--- src/rtl/pattern_tx_pkg.sv ---
// Shared types and constants for the pattern transmitter and its LFSR.
// The receive-side counter reuses the LFSR constants defined here.
package pattern_tx_pkg;

   typedef enum logic [1:0] {
      ST_IDLE      = 2'd0,
      ST_LOAD      = 2'd1,
      ST_SEND_WORD = 2'd2,
      ST_SEND_PAT  = 2'd3
   } state_t;

   localparam logic [11:0] PATTERN_DEFAULT = 12'h2F8;
   localparam logic [15:0] SEED_DEFAULT    = 16'hACE1;

   // x^16+x^14+x^13+x^11+1 as a right-shifting Fibonacci register: fb = l[0]^l[2]^l[3]^l[5]
   localparam logic [15:0] LFSR_TAPS = 16'h002D;

   localparam logic [3:0] WORD_MSB = 4'd15;
   localparam logic [3:0] PAT_MSB  = 4'd11;

   // An all-zero seed would lock the LFSR up.
   function automatic logic [15:0] fix_seed(input logic [15:0] s);
      return (s == 16'h0000) ? 16'h0001 : s;
   endfunction

endpackage

--- src/rtl/lfsr16.sv ---
// 16-bit Fibonacci LFSR with synchronous reset/load and a step enable.
// Reset and load both place the seed in the register.
module lfsr16
   import pattern_tx_pkg::*;
(
   input  logic        clk,
   input  logic        reset,
   input  logic        load,
   input  logic [15:0] seed,
   input  logic        step,
   output logic [15:0] value
);

   logic [15:0] value_q;
   logic [15:0] value_d;
   logic        fb;

   assign fb = ^(value_q & LFSR_TAPS);

   always_comb begin
      value_d = value_q;
      if (load) begin
         value_d = seed;
      end else if (step) begin
         value_d = {fb, value_q[15:1]};
      end
   end

   always_ff @(posedge clk) begin
      if (reset) begin
         value_q <= seed;
      end else begin
         value_q <= value_d;
      end
   end

   assign value = value_q;

endmodule

--- src/rtl/pattern_tx.sv ---
// Serial PRBS word transmitter with on-request insertion of a fixed sync pattern.
//
//   state        | meaning
//   ST_IDLE      | not streaming, bit_valid low
//   ST_LOAD      | one cycle: seed the LFSR, point index at word MSB
//   ST_SEND_WORD | shifting out lfsr[index], MSB first
//   ST_SEND_PAT  | shifting out PATTERN[index], MSB first
module pattern_tx
   import pattern_tx_pkg::*;
#(
   parameter logic [15:0] SEED    = SEED_DEFAULT,
   parameter logic [11:0] PATTERN = PATTERN_DEFAULT
)(
   input  logic        clk,
   input  logic        reset,
   input  logic        start,
   input  logic        stop,
   input  logic        inject,
   input  logic        bit_ready,
   output logic        bit_out,
   output logic        bit_valid,
   output logic        pat_active,
   output logic        busy,
   output logic [15:0] inj_count
);

   localparam logic [15:0] SEED_EFF = fix_seed(SEED);

   state_t      state_q, state_d;
   logic [3:0]  idx_q, idx_d;
   logic        inj_pend_q, inj_pend_d;
   logic        stop_pend_q, stop_pend_d;
   logic [15:0] inj_count_q, inj_count_d;
   logic        lfsr_load, lfsr_step;
   logic [15:0] lfsr_val;
   logic        accept;

   lfsr16 u_lfsr (
      .clk   (clk),
      .reset (reset),
      .load  (lfsr_load),
      .seed  (SEED_EFF),
      .step  (lfsr_step),
      .value (lfsr_val)
   );

   // Outputs decode from registered state only; bit_ready never reaches them.
   always_comb begin
      bit_out    = 1'b0;
      bit_valid  = 1'b0;
      pat_active = 1'b0;
      case (state_q)
         ST_SEND_WORD: begin
            bit_out   = lfsr_val[idx_q];
            bit_valid = 1'b1;
         end
         ST_SEND_PAT: begin
            bit_out    = PATTERN[idx_q];
            bit_valid  = 1'b1;
            pat_active = 1'b1;
         end
         default: ;
      endcase
   end

   assign busy      = (state_q != ST_IDLE);
   assign accept    = bit_valid & bit_ready;
   assign inj_count = inj_count_q;

   always_comb begin
      state_d     = state_q;
      idx_d       = idx_q;
      inj_pend_d  = inj_pend_q  | (busy & inject);
      stop_pend_d = stop_pend_q | (busy & stop);
      inj_count_d = inj_count_q;
      lfsr_load   = 1'b0;
      lfsr_step   = 1'b0;
      case (state_q)
         ST_IDLE: begin
            if (start) state_d = ST_LOAD;
         end
         ST_LOAD: begin
            lfsr_load = 1'b1;
            idx_d     = WORD_MSB;
            state_d   = ST_SEND_WORD;
         end
         ST_SEND_WORD: begin
            if (accept) begin
               if (idx_q == 4'd0) begin
                  lfsr_step = 1'b1;
                  idx_d     = WORD_MSB;
                  if (inj_pend_q) begin
                     state_d    = ST_SEND_PAT;
                     idx_d      = PAT_MSB;
                     inj_pend_d = 1'b0;
                  end else if (stop_pend_q) begin
                     state_d     = ST_IDLE;
                     stop_pend_d = 1'b0;
                  end
               end else begin
                  idx_d = idx_q - 4'd1;
               end
            end
         end
         ST_SEND_PAT: begin
            if (accept) begin
               if (idx_q == 4'd0) begin
                  if (inj_count_q != 16'hFFFF) inj_count_d = inj_count_q + 16'd1;
                  idx_d   = WORD_MSB;
                  state_d = ST_SEND_WORD;
                  if (stop_pend_q) begin
                     // An inject that arrived during this pattern must not leak into the next start.
                     state_d     = ST_IDLE;
                     stop_pend_d = 1'b0;
                     inj_pend_d  = 1'b0;
                  end
               end else begin
                  idx_d = idx_q - 4'd1;
               end
            end
         end
         default: state_d = ST_IDLE;
      endcase
   end

   always_ff @(posedge clk) begin
      if (reset) begin
         state_q     <= ST_IDLE;
         idx_q       <= WORD_MSB;
         inj_pend_q  <= 1'b0;
         stop_pend_q <= 1'b0;
         inj_count_q <= 16'h0000;
      end else begin
         state_q     <= state_d;
         idx_q       <= idx_d;
         inj_pend_q  <= inj_pend_d;
         stop_pend_q <= stop_pend_d;
         inj_count_q <= inj_count_d;
      end
   end

endmodule
--- config.mk ---
export PLATFORM = sky130hd
export DESIGN_NAME = pattern_tx
export DESIGN_NICKNAME = d
export VERILOG_FILES = /design/src/rtl/pattern_tx_pkg.sv /design/src/rtl/lfsr16.sv /design/src/rtl/pattern_tx.sv
export SDC_FILE = /design/constraint.sdc
export NUM_CORES = 1
export LEC_CHECK = 0
export ABC_AREA = 1
export CAP_MARGIN = 20
export CORE_MARGIN = 3
export CORE_UTILIZATION = 60
export DETAILED_ROUTE_END_ITERATION = 10
export PLACE_DENSITY = 0.84
export SYNTH_ARGS = -nofsm -noshare
export SYNTH_HDL_FRONTEND = slang
export SYNTH_SLANG_ARGS = --single-unit
export TNS_END_PERCENT = 1
--- constraint.sdc ---
create_clock -name clk -period 3.2 [get_ports clk]
set_input_delay 0.8 -clock clk [delete_from_list [all_inputs] [get_ports clk]]
set_output_delay 0.8 -clock clk [all_outputs]
set_load 0.05 [all_outputs]
Word-level counts from Yosys, hierarchy flattened

Memory sizes are Yosys's and may differ from the RTL's. A register that Yosys moved wholly into a read port is not among the register bits.
Index checks and enable logic that the tools add are counted.

Register bits: 40
Memory bits (read-only): 16
Input bits: 6
Output and inout port bits: 20
Logic and storage cells: 76
Memories kept: 1

Memories:

| memory           | depth | width | read ports | clocked after memory_dff | write ports | line             | RTL |
|---|---|---|---|---|---|---|---|
| (name not given) | 16    | 1     | 1          | 1                        | 0           | pattern_tx.sv:58 | `bit_out = PATTERN[idx_q];` |

Add/subtract/negate cells: 2
Order comparisons: 1
Equality and inequality tests: 10
Multiplexer cells: 41
Bitwise logic cells: 5
Reduce and logical (&&, ||, !) cells: 10

Operators by type and width:

| cell                                                       | count |
|---|---|
| 2-to-1 mux 4 bit                                           | 6 |
| 2-to-1 mux 1 bit                                           | 20 |
| adder 16 x 1 -> 16 bit, second input constant              | 1 |
| 2-to-1 mux 2 bit                                           | 8 |
| != test 16 bit, second input constant                      | 1 |
| XOR reduction 16 bit                                       | 1 |
| case mux 4 bit (3 select lines)                            | 1 |
| != test 2 bit, second input constant                       | 5 |
| case mux 2 bit (4 select lines)                            | 1 |
| case mux 1 bit (2 select lines)                            | 3 |
| AND reduction 6 bit                                        | 1 |
| less-than comparator 4 x 5 -> 1 bit, second input constant | 1 |
| binary-select mux 1 bit (select 4 bit)                     | 1 |
| equality test 2 bit, second input constant                 | 2 |
| logical NOT 4 bit                                          | 1 |
| AND reduction 4 bit                                        | 1 |
| OR reduction 2 bit                                         | 2 |
| subtractor 4 x 1 -> 4 bit, second input constant           | 1 |
| AND 1 bit                                                  | 3 |
| 2-to-1 mux 3 bit                                           | 1 |
| != test 3 bit, second input constant                       | 1 |
| AND reduction 3 bit                                        | 1 |
| nonzero test 3 bit                                         | 1 |
| equality test 2 x 1 -> 1 bit, second input constant        | 1 |
| other kinds (3)                                            | 4 |

Depth between registers and ports, before layout

Depth after elaboration: 8
Gate-level depth with buffers: 12
Mapped depth without buffers: 12

Hierarchy

A second synthesis with hierarchy kept.

Cell total of the unflattened synthesis: 339
Area, all modules: 2474.9 sq um

Modules (own cells, without submodules):

| module     | instances | cells an instance | area each (sq um) | seq. area each (sq um) |
|---|---|---|---|---|
| pattern_tx | 1         | 279               | 1670.4            | 500.5 |
| lfsr16     | 1         | 60                | 804.5             | 480.5 |

Least setup slack after synthesis

No wires, ideal clock.

Kind: flip-flop to output port
From: register idx_q[0]
To: output bit_out
Arrival time: 1972 ps
Required time: 2400 ps
Path slack: 428 ps
Cell stages (with the launch flop): 8
Buffers on the path: 1
Cells stage by stage: dfxtp_1 -> clkbuf_1 -> nor2_1 -> nor2_1 -> nand2_1 -> nand3_1 -> a21oi_1 -> o21ai_0

Longest elaborated chain between the ends: 3

RTL lines:

| what                                   | line              | RTL |
|---|---|---|
| start: declaration                     | pattern_tx.sv:30  | `logic [3:0] idx_q, idx_d;` |
| start signal: assignment               | pattern_tx.sv:135 | `idx_q <= idx_d;` |
| binary-select mux 1 bit (select 4 bit) | pattern_tx.sv:54  | `bit_out = lfsr_val[idx_q];` |
| 2-to-1 mux 1 bit (implied by the code) | pattern_tx.sv:54  |  |
| case mux 1 bit (2 select lines)        | pattern_tx.sv:52  | `case (state_q)` |
| end: declaration                       | pattern_tx.sv:20  | `output logic bit_out,` |

No other way between the ends. The select of a mux whose other input is x is not followed.

Worst setup path after layout

Same ends and word-level chain as after synthesis.

==> flow_metrics.env <==
export IMPL_p_seq_share_pct=44.1
export IMPL_fmax_mhz=364
export IMPL_synth_most_common_cell="nand2_1"
export IMPL_grt_pass1_vias=2030
export IMPL_drt_antenna_violating_nets=0
export IMPL_setup_viol=0
export IMPL_globalRouteTotalUtil_pct=23.5
export IMPL_tns_ns=0
export IMPL_num_vias=2294
export IMPL_grt_use_met2_pct=42.4
export IMPL_r2r_slack_ns=1.04
export IMPL_power_density_nw_per_um2=503
export IMPL_drc=0
export IMPL_avgViaCountPerCell=5.32
export IMPL_antenna_found_initial=0
export IMPL_fp_row_count=22
export IMPL_portBuffers=25
export IMPL_clk_path_buf_depth=2
export IMPL_syn_nets=367
export IMPL_busiest_layer="met2"
export IMPL_cts_root_buf="clkbuf_8"
export IMPL_timing_rr_start="idx_q[0]"
export IMPL_critPathArrivalTime_ns=1.95
export IMPL_path_max_fanout=11
export IMPL_worstPathRequired_ns=2.40
export IMPL_final_util_pct=72.4
export IMPL_cap_violations=0
export IMPL_fin_hold_ws_ns=0.488
export IMPL_worst_pin_slew_ns=0.514
export IMPL_final_max_slew_viol_count=0
export IMPL_synth_area_um2=2340
export IMPL_synth_cell_types=31
export IMPL_synth_area_per_cell_um2=6.52
export IMPL_synthArstFlopShare_pct=0
export IMPL_crit_path_end_kind="output port"
export IMPL_grt_ovfl_total=0
export IMPL_routedWlPerCell_um=11.6
export IMPL_numCtsBuffers=5
export IMPL_crit_reg2reg_capture="u_lfsr.value[12]"
export IMPL_hp_start="u_lfsr.value[9]"
export IMPL_wirelength_um=5010
export IMPL_syn_inst=359
export IMPL_power_internal_mw=0.849
export IMPL_yosysTopAreaCellShare_pct=35.0
export IMPL_synth_ff_type="dfxtp_1"
export IMPL_drtIter0Drc=129
export IMPL_peakVddDrop_mv=0.341
export IMPL_diodes=0
export IMPL_reg2reg_depth=8
export IMPL_grt_pass1_wl_um=8400
export IMPL_hp_class="flip-flop to flip-flop"
export IMPL_yosysWarningCount=0
export IMPL_met3_usage_pct=6.08
export IMPL_finalClockSkew_ns=0.00860
export IMPL_syn_to_final_growth_pct=14.9
export IMPL_ys_ff_latch=41
export IMPL_fin_crit_ns=2.75
export IMPL_io_pins=26
export IMPL_post_cts_setup_buffers=0
export IMPL_start_util_pct=63.0
export IMPL_synth_top_cells_by_count="nand2_1 (110), nor2_1 (46), dfxtp_1 (41), inv_1 (37), nand3_1 (27)"
export IMPL_worstSetupPathType="flip-flop to output port"
export IMPL_post_dp_hpwl_um=3690
export IMPL_status="completed"
export IMPL_core_um2=3720
export IMPL_period_share_pct=85.9
export IMPL_p_comb_share_pct=29.6
export IMPL_first_pass_iters=4
export IMPL_grt_start_max_net_pins=21
export IMPL_clock_sinks=41
export IMPL_slew_headroom_pct=65.6
export IMPL_yosysSeqAreaShare_pct=35.0
export IMPL_rsz0062_at_grt="no"
export IMPL_holdPathStages=2
export IMPL_cts_htree_levels=2
export IMPL_die_w_um=68.5
export IMPL_synth_edf_count=0
export IMPL_p_clk_share_pct=26.3
export IMPL_switching_power_mw=0.505
export IMPL_start_kind="flip-flop"
export IMPL_whs_endpoint="u_lfsr.value[9]"
export IMPL_met1_usage_pct=25.9
export IMPL_path_clk_slew_ns=0.08
export IMPL_hold_viol_final=0
export IMPL_drive_gt1_share_pct=8.62
export IMPL_yosysTopAreaCell="dfxtp_1"
export IMPL_die_h_um=68.5
export IMPL_worstSkewPairLatency_ns=0.30
export IMPL_total_leakage_power_nw=1.19
export IMPL_sw_frac_of_total_pct=37.3
export IMPL_nets=390
export IMPL_cts_tree="yes"
export IMPL_n_fill_cell=319
export IMPL_globalplace_congestion=0.855
export IMPL_synth_area_leaders="dfxtp_1 (35%), nand2_1 (18%), nor2_1 (7.4%)"
export IMPL_dieArea_um2=4690
[kinds of logic after synthesis]
kind of cell             count (synthesis)  share of synthesized area, %
AO/OA/AOI/OAI                           46                          10.6
XOR/XNOR                                 6                          2.24
adder cells (fa/ha/maj)                  2                          1.07
buffers and inverters                   51                          9.62
flip-flops                              41                          35.0
AND/OR/NAND/NOR                        213                          41.4
[per-stage QoR]
stage | power, mW | cells | setup WS (ns) | area [µm²]
4_1_cts | 1.37 | 431 | 0.0322 | 2690
5_1_grt | 1.44 | 431 | 0.228 | 2690
6_report | 1.35 | 431 | 0.452 | 2690
2_1_floorplan | 0.907 | 359 | 0.428 | 2340
3_3_place_gp | 1.00 | 423 | 0.397 | 2590
3_5_place_dp | 1.00 | 423 | 0.395 | 2590
[routing by layer]
layer | wire length, µm | vias up
met4 | 60 | 0
li1 | - | 1185
met1 | 2210 | 1051
met2 | 2530 | 49
met5 | 0 | -
met3 | 210 | 9
[area by class of cell]
cell class                      count  area (µm²)  area share (%)
Inverter                           41         156            5.81
Clock inverter                      2        13.8           0.512
Clock buffer                        6        82.6            3.07
Tap cell                           48        60.1            2.23
Multi-Input combinational cell    267        1300            48.2
Timing Repair Buffer               26         260            9.67
Sequential cell                    41         821            30.5
[repair_timing]
action	CTS	global route
endpoints found under the setup margin	0	1
resized for setup	0	1
endpoints found under the hold margin	0	0
hold buffers	0	0
[power by group through the flow]
stage                     registers [mW]  logic, mW  clock network, mW
after floorplan                    0.585      0.322                  0
after global placement             0.606      0.397                  0
after detailed placement           0.607      0.398                  0
after CTS                          0.595      0.402              0.368
after global routing               0.601      0.453              0.385
final                              0.597      0.401              0.356
[layout by cell type, fill, tap and decap left out, drive strengths merged]
cell type      instances
nand2                117
nor2                  53
dfxtp                 41
inv                   41
nand3                 29
clkdlybuf4s50         24
a21oi                 24
o21ai                 19
nand4                  7
clkbuf                 6
xor2                   4
o211ai                 3
nor3                   3
nand3b                 3
xnor2                  2
ha                     2
clkinv                 2
nor4                   1
dlymetal6s2s           1
buf                    1
[registers in the layout, summed over array words and instances (netlist names), named ones only]
| register | cells |
|---|---|
| u_lfsr.value | 16 |
| inj_count | 16 |
| stop_pend_q | 1 |
| idx_q | 4 |
| inj_pend_q | 1 |
| state_q | 2 |
[how the worst max path moves through the flow]
stage	to	cells after the start	slack (ns)	start
2_1_floorplan	bit_out	7	0.43	idx_q[0]
4_1_cts	bit_out	7	0.03	idx_q[0]
6_report	bit_out	7	0.45	idx_q[0]
3_3_place_gp	bit_out	7	0.40	idx_q[0]
3_5_place_dp	bit_out	7	0.40	idx_q[0]
5_1_grt	bit_out	7	0.23	idx_q[0]
[critical path, stage by stage, from the launching register on]
cell and delay (ns):
dfxtp_1 0.52, inv_1 0.20, nand3_1 0.12, nand3_1 0.06, nand3_1 0.09, nand2_1 0.05, o21ai_0 0.17, dlymetal6s2s_1 0.44
Note: power is estimated with default switching activity, not from simulation.
